===== src/rtl/pipe_stage_skid_if.sv =====
// Valid/ready handshake bundle carrying one pipeline entry (control + data).
// A stage takes the upstream side as slave and drives the downstream side as master.
interface pipe_stage_skid_if #(
  parameter int CTRL_W = 9,
  parameter int DATA_W = 111
);
  logic              valid;
  logic              ready;
  logic [CTRL_W-1:0] ctrl;
  logic [DATA_W-1:0] data;

  modport master (output valid, output ctrl, output data, input  ready);
  modport slave  (input  valid, input  ctrl, input  data, output ready);
endinterface


===== src/rtl/pipe_stage_skid.sv =====
// Pipeline-stage register with a two-entry skid buffer, flush-to-bubble and a
// saturating counter of bubble cycles consumed downstream.
module pipe_stage_skid #(
  parameter int CTRL_W = 9,
  parameter int DATA_W = 111,
  parameter int CNT_W  = 16
) (
  input  logic                 clk,
  input  logic                 rst,
  input  logic                 flush,
  pipe_stage_skid_if.slave     up,
  pipe_stage_skid_if.master    dn,
  output logic [CNT_W-1:0]     bubble_cnt
);

  logic              main_valid;
  logic [CTRL_W-1:0] main_ctrl;
  logic [DATA_W-1:0] main_data;
  logic              skid_valid;
  logic [CTRL_W-1:0] skid_ctrl;
  logic [DATA_W-1:0] skid_data;

  logic accept;
  logic drain;
  logic main_free;

  // Ready comes straight from the skid flop, so out_ready never reaches in_ready.
  assign up.ready  = ~skid_valid;
  assign accept    = up.valid & ~skid_valid;
  assign drain     = main_valid & dn.ready;
  assign main_free = ~main_valid | drain;

  assign dn.valid = main_valid;
  assign dn.ctrl  = main_ctrl & {CTRL_W{main_valid}};
  assign dn.data  = main_data;

  always_ff @(posedge clk) begin
    if (rst) begin
      main_valid <= 1'b0;
      main_ctrl  <= '0;
      main_data  <= '0;
      skid_valid <= 1'b0;
      skid_ctrl  <= '0;
      skid_data  <= '0;
      bubble_cnt <= '0;
    end else begin
      if (dn.ready && !main_valid && (bubble_cnt != {CNT_W{1'b1}}))
        bubble_cnt <= bubble_cnt + 1'b1;

      // Flush only drops the valid bits; payload registers keep their contents.
      if (flush) begin
        main_valid <= 1'b0;
        skid_valid <= 1'b0;
      end else if (main_free) begin
        if (skid_valid) begin
          main_valid <= 1'b1;
          main_ctrl  <= skid_ctrl;
          main_data  <= skid_data;
          skid_valid <= 1'b0;
        end else if (accept) begin
          main_valid <= 1'b1;
          main_ctrl  <= up.ctrl;
          main_data  <= up.data;
        end else begin
          main_valid <= 1'b0;
        end
      end else if (accept) begin
        skid_valid <= 1'b1;
        skid_ctrl  <= up.ctrl;
        skid_data  <= up.data;
      end
    end
  end

endmodule

===== src/flat_wrapper.sv =====
// flat-port wrapper written by rule: the top's interface ports become plain ports
module pipe_stage_skid_flat 
#(
  parameter int CTRL_W = 9,
  parameter int DATA_W = 111,
  parameter int CNT_W  = 16
)
  (clk, rst, flush, bubble_cnt, up_valid, up_ctrl, up_data, up_ready, dn_valid, dn_ctrl, dn_data, dn_ready);
  pipe_stage_skid_if #(.CTRL_W(CTRL_W), .DATA_W(DATA_W)) up_i ();
  pipe_stage_skid_if #(.CTRL_W(CTRL_W), .DATA_W(DATA_W)) dn_i ();
  input  logic clk;
  input  logic rst;
  input  logic flush;
  output logic [CNT_W-1:0] bubble_cnt;
  input wire logic [$bits(up_i.valid)-1:0] up_valid;
  input wire logic [$bits(up_i.ctrl)-1:0] up_ctrl;
  input wire logic [$bits(up_i.data)-1:0] up_data;
  output wire logic [$bits(up_i.ready)-1:0] up_ready;
  output wire logic [$bits(dn_i.valid)-1:0] dn_valid;
  output wire logic [$bits(dn_i.ctrl)-1:0] dn_ctrl;
  output wire logic [$bits(dn_i.data)-1:0] dn_data;
  input wire logic [$bits(dn_i.ready)-1:0] dn_ready;
  assign up_i.valid = up_valid;
  assign up_i.ctrl = up_ctrl;
  assign up_i.data = up_data;
  assign up_ready = up_i.ready;
  assign dn_valid = dn_i.valid;
  assign dn_ctrl = dn_i.ctrl;
  assign dn_data = dn_i.data;
  assign dn_i.ready = dn_ready;
  pipe_stage_skid #(.CTRL_W(CTRL_W), .DATA_W(DATA_W), .CNT_W(CNT_W)) u_core (.clk(clk), .rst(rst), .flush(flush), .up(up_i), .dn(dn_i), .bubble_cnt(bubble_cnt));
endmodule

===== config.mk =====
export PLATFORM = sky130hd
export DESIGN_NAME = pipe_stage_skid_flat
export DESIGN_NICKNAME = d
export VERILOG_FILES = /design/src/rtl/pipe_stage_skid_if.sv /design/src/rtl/pipe_stage_skid.sv /design/src/flat_wrapper.sv
export SDC_FILE = /design/constraint.sdc
export NUM_CORES = 1
export LEC_CHECK = 0
export CORE_MARGIN = 3
export CORE_UTILIZATION = 37
export DETAILED_ROUTE_END_ITERATION = 6
export GPL_TIMING_DRIVEN = 0
export PLACE_DENSITY_LB_ADDON = 0.2
export RECOVER_POWER = 100
export SYNTH_ARGS = -nofsm -noshare
export SYNTH_HDL_FRONTEND = slang
export SYNTH_SLANG_ARGS = --single-unit

===== constraint.sdc =====
create_clock -name clk -period 3 [get_ports clk]
set_input_delay 0.3 -clock clk [delete_from_list [all_inputs] [get_ports clk]]
set_output_delay 0.3 -clock clk [all_outputs]
set_load 0.01 [all_outputs]

Word-level counts from Yosys, hierarchy flattened
Index checks and enable logic that the tools add are counted.
- multipliers: 0
- multiplexer cells: 6
- add/sub/neg operators: 1
- shift operators: 0
- bitwise gates (word level): 8
- div/mod/pow operators: 0
- magnitude comparators: 0
- eq/ne operators: 1
- reduce and logical (&&, ||, !) cells: 8
- operator list (cell ; count):
    $mux W111 ; 2
    $mux W9 ; 2
    $add A16 B1 Y16 const B ; 1
    $ne A16 B16 Y1 const B ; 1
    $and A9 B9 Y9 ; 1
    $reduce_and A3 Y1 ; 2
    $not A1 Y1 ; 4
    $reduce_or A3 Y1 ; 1
    $and A1 B1 Y1 ; 2
    $logic_and A1 B1 Y1 ; 2
    $mux W1 ; 2
    $reduce_bool A2 Y1 ; 1
    $reduce_or A2 Y1 ; 1
    $logic_not A1 Y1 ; 1
    $or A1 B1 Y1 ; 1
- word-level logic and storage cells: 31
- bits in latches: 0
- bits in registers: 258
- memories kept: 0
- input bits: 125
- memory bits (read-only): 0
- output and inout port bits: 138
- RAM bits: 0

Depth between registers and ports, before layout
- depth after elaboration: 4
- depth in mapped cells: 7

Worst setup path before layout
Ideal clock, no wire load.
- path type: register to register
- start point: reg u_core.bubble_cnt[7]
- end point: reg u_core.bubble_cnt[13]
- path slack: 1.304 ns
- arrival: 1.626 ns
- required time: 2.930 ns
- stages on the path, launching flop included: 5
- buffers on the path: 0
- period minus slack after synthesis: 1.696 ns
- path through: dfxtp_1 -> nand4_2 -> or3_4 -> or4_1 -> a21oi_1
- cells in the longest elaborated chain, start to end: 2
- RTL lines (what ; line ; source):
    start, declared ; pipe_stage_skid.sv:13 ; output logic [CNT_W-1:0] bubble_cnt
    start signal, assigned ; pipe_stage_skid.sv:48 ; bubble_cnt <= bubble_cnt + 1'b1;
    parallel branches: the longest is 2 deep, another holds $add A16 B1 Y16 ; -- ;
Several ways; the timed one is not identified.
A chain may end at the register's enable or synchronous reset.

Worst setup path after layout
- start point: reg u_core.skid_valid
- end point: out up_ready
- cells in the longest elaborated chain, start to end: 1
- RTL lines (what ; line ; source):
    start, declared ; pipe_stage_skid.sv:19 ; logic skid_valid;
    start signal, assigned ; pipe_stage_skid.sv:42 ; skid_valid <= 1'b0;
    start signal, assigned ; pipe_stage_skid.sv:53 ; skid_valid <= 1'b0;
    start signal, assigned ; pipe_stage_skid.sv:59 ; skid_valid <= 1'b0;
    $not A1 Y1 ; pipe_stage_skid.sv:28 ; assign up.ready = ~skid_valid;
    end, declared ; flat_wrapper.sv:18 ; output wire logic [$bits(up_i.ready)-1:0] up_ready;
Every way passes these cells.

==> results.cfg <==
[outcome]
status = finished clean

[setup_path]
cpMostUsedCell = clkbuf_2
crit_path_start_kind = register
cp-end-kind = primary output
cp.required_ns = 2.70
critPathMaxFanout = 10
cp.arrival_ns = 2.47
path_cells = clkbuf_1, clkbuf_2, clkbuf_2, inv_1, clkdlybuf4s50_1
critPathKind = reg2out
crit_slowest_cell = clkdlybuf4s50_1
cpPeakStageDelay_ns = 0.49

[route]
drc = 0
viasPerCell = 4.94
firstDrtPassIters = 5
ant_nets = 0
routed_wl_um = 30300
wl_per_cell_um = 16.3
num_vias = 9197
drtIter0Drc = 361

[power]
p_leak_nw = 4.96
powerDensity_nw_per_um2 = 559
vdd_ir_drop_max_v = 0.000399
combPwrFrac_pct = 10.4
internal_power_mw = 6.10
p_total_mw = 7.98
p_sw_mw = 1.88
clockPowerShare_pct = 44.2
p_sw_share_pct = 23.6
p_seq_share_pct = 45.4

[timing]
finalMaxSlewViolations = 0
fin_crit_ns = 2.77
finalSetupViolations = 0
worst_slew_pin_slew_ns = 0.894
fmax_ghz = 0.361
worst_slack_ns = 0.231
finalHoldViolations = 0
worst_clock_skew_ns = 0.00717
hold-worst-slack_ns = 0.299
relSlewSlack_pct = 40.4
post-route-period-util_pct = 92.3
rsz0062_at_grt = no

[job]
maxCapViolCount = 0

[place]
dpl.hpwl_um = 21600
port_buffers = 261
pre_cts_slack_ns = -0.0136
globalplace.congestion = 0.868
place_area_um2 = 13400

[final_layout]
drive_gt1_share_pct = 4.37
syn_to_final_growth_pct = 38.8
final_core_util_pct = 52.6
design_area_um2 = 14300
fin_nets = 1595
nFillCells = 2586
multiInputGateArea_um2 = 4680
final-seq-area_um2 = 5160

[global_route]
grt_pass1_vias = 8853
grt-ovfl-total = 0
grtUsageTotal_pct = 19.5
grt_max_degree = 14
antenna_found_initial = 2
grt_pass1_wl_um = 47800

[hold_path]
hold_class = in2reg

[synthesis]
synth_cells = 1178
syn_area_um2 = 10300
synth.top_cell.area_share_pct = 50.2
postSynthAreaPerCell_um2 = 8.73
seq_area_frac_synth_pct = 50.2
ys_ff_latch = 258
synth_top_area_cell = dfxtp_1
async_flop_share_pct = 0
syn-num-nets = 1304
ys.warnings.count = 0
synth_area_leaders = dfxtp_1 50%, mux2i_1 12%, nand2_1 9.0%
synth_edf_count = 0
ys_types = 37
synthFlopType = dfxtp_1

[floorplan]
die_y_um = 173
die_width_um = 173
start_util_pct = 37.9
ios = 263
dieArea_um2 = 29800
rows = 60
coreArea_um2 = 27100

[clock_network]
cts-root-buf = clkbuf_16
cts_htree_levels = 1
cts_sinks = 258
cts_tree = done
clockBufferDepth = 3
clkTransAtPathRegs_ns = 0.06
post_cts_buffers = 0
clock_latency_ns = 0.53
cts_buffers = 28
cell usage after synthesis (2+ instances only):
cell type / number
a211oi_1: 122
inv_1: 3
nor2_1: 131
dfxtp_1: 258
nand2b_1: 4
and3_1: 2
buf_1: 2
buf_2: 28
o31ai_1: 3
mux2_2: 5
or4_1: 2
nand4_1: 4
nand3_1: 4
nand2_1: 246
mux2i_1: 121
a21oi_1: 128
nor4_1: 5
nor2b_1: 7
nor3_1: 5
or3_1: 5
clkbuf_1: 67
o21ai_0: 3
and2_1: 9
area by class of cell:
cell class,instances,area share [%]
sequential,258,36.2
multi-input combinational,820,32.8
timing repair buffer,261,18.3
clock buffer,40,5.94
tap,372,3.26
buffer,97,2.66
clock inverter,10,0.737
inverter,3,0.0789
antenna,1,0.0175
registers in the layout, indices dropped and copies added, names as in the netlist:
signal             cells
u_core.skid_data     111
u_core.bubble_cnt     16
u_core.skid_ctrl       9
u_core.main_ctrl       9
u_core.dn.data       111
u_core.skid_valid      1
u_core.dn.valid        1
critical path, delay by kind of cell (launching register included):
kind                   cells  cell delay [ns]
DFF                        1             0.30
buffers and inverters      5             1.63
power by group through the flow:
stage | Clock, mW | Sequential [mW] | Combinational, mW
2_1_floorplan | 0 | 3.74 | 0.312
3_3_place_gp | 0 | 3.70 | 0.871
3_5_place_dp | 0 | 3.70 | 0.876
4_1_cts | 3.59 | 3.63 | 0.881
5_1_grt | 3.73 | 3.64 | 0.909
6_report | 3.52 | 3.62 | 0.832
path summary, 6_finish.rpt:
| kind | start | to | slack (ns) | cells past startpoint |
|---|---|---|---|---|
| setup / recovery | u_core.skid_valid$_SDFFE_PP0P_ | up_ready | 0.23 | 5 |
| hold reg to reg | u_core.skid_data[49]$_SDFFE_PP0P_ | u_core.skid_data[49]$_SDFFE_PP0P_ | 0.45 | 2 |
| hold / removal | rst | u_core.bubble_cnt[6]$_SDFFE_PP0P_ | 0.30 | 3 |
| setup reg to reg | u_core.skid_valid$_SDFFE_PP0P_ | u_core.dn.data[44]$_SDFFE_PP0P_ | 0.30 | 7 |
metal layers:
layer  up-vias  global-route usage (%)  wire (µm)
met4         2                    5.78        865
met5         -                       0         20
li1       4644                       -          -
met2       227                    31.6      13900
met1      4278                    26.2      13800
met3        46                    4.28       1770
logic make-up (layout without fill, tap and decap cells):
group                    count (synthesis)  count (layout)  share of synthesized area [%]
flip-flops                             258             258                           50.2
adder cells (fa/ha/maj)                  1               1                          0.122
buffers and inverters                  100             411                           3.99
AO/OA/AOI/OAI                          260             260                           15.8
multiplexers                           126             126                           12.3
other                                    0               1                              0
AND/OR/NAND/NOR                        433             433                           17.5
timing repair:
item,in CTS,in global routing
gates resized for setup,1,0
endpoints found under the setup margin,1,0
hold buffers,0,0
stage by stage:
step	setup TNS (ns)	std cells
after global placement	0	1811
after CTS	0	1861
after global routing	0	1862
after floorplan	0	1178
after detailed placement	-0.0263	1811
final	0	1862
placed cells by master (no fill, tap or decap), drive strengths merged, types with 12 or more instances in the layout:
| cell | n |
|---|---|
| mux2i | 121 |
| nor2 | 131 |
| buf | 12 |
| a21oi | 128 |
| dfxtp | 258 |
| nand2 | 246 |
| clkbuf | 125 |
| a211oi | 122 |
| clkdlybuf4s50 | 127 |
| dlygate4sd3 | 134 |
No activity file was read; power rests on OpenSTA's default activity.
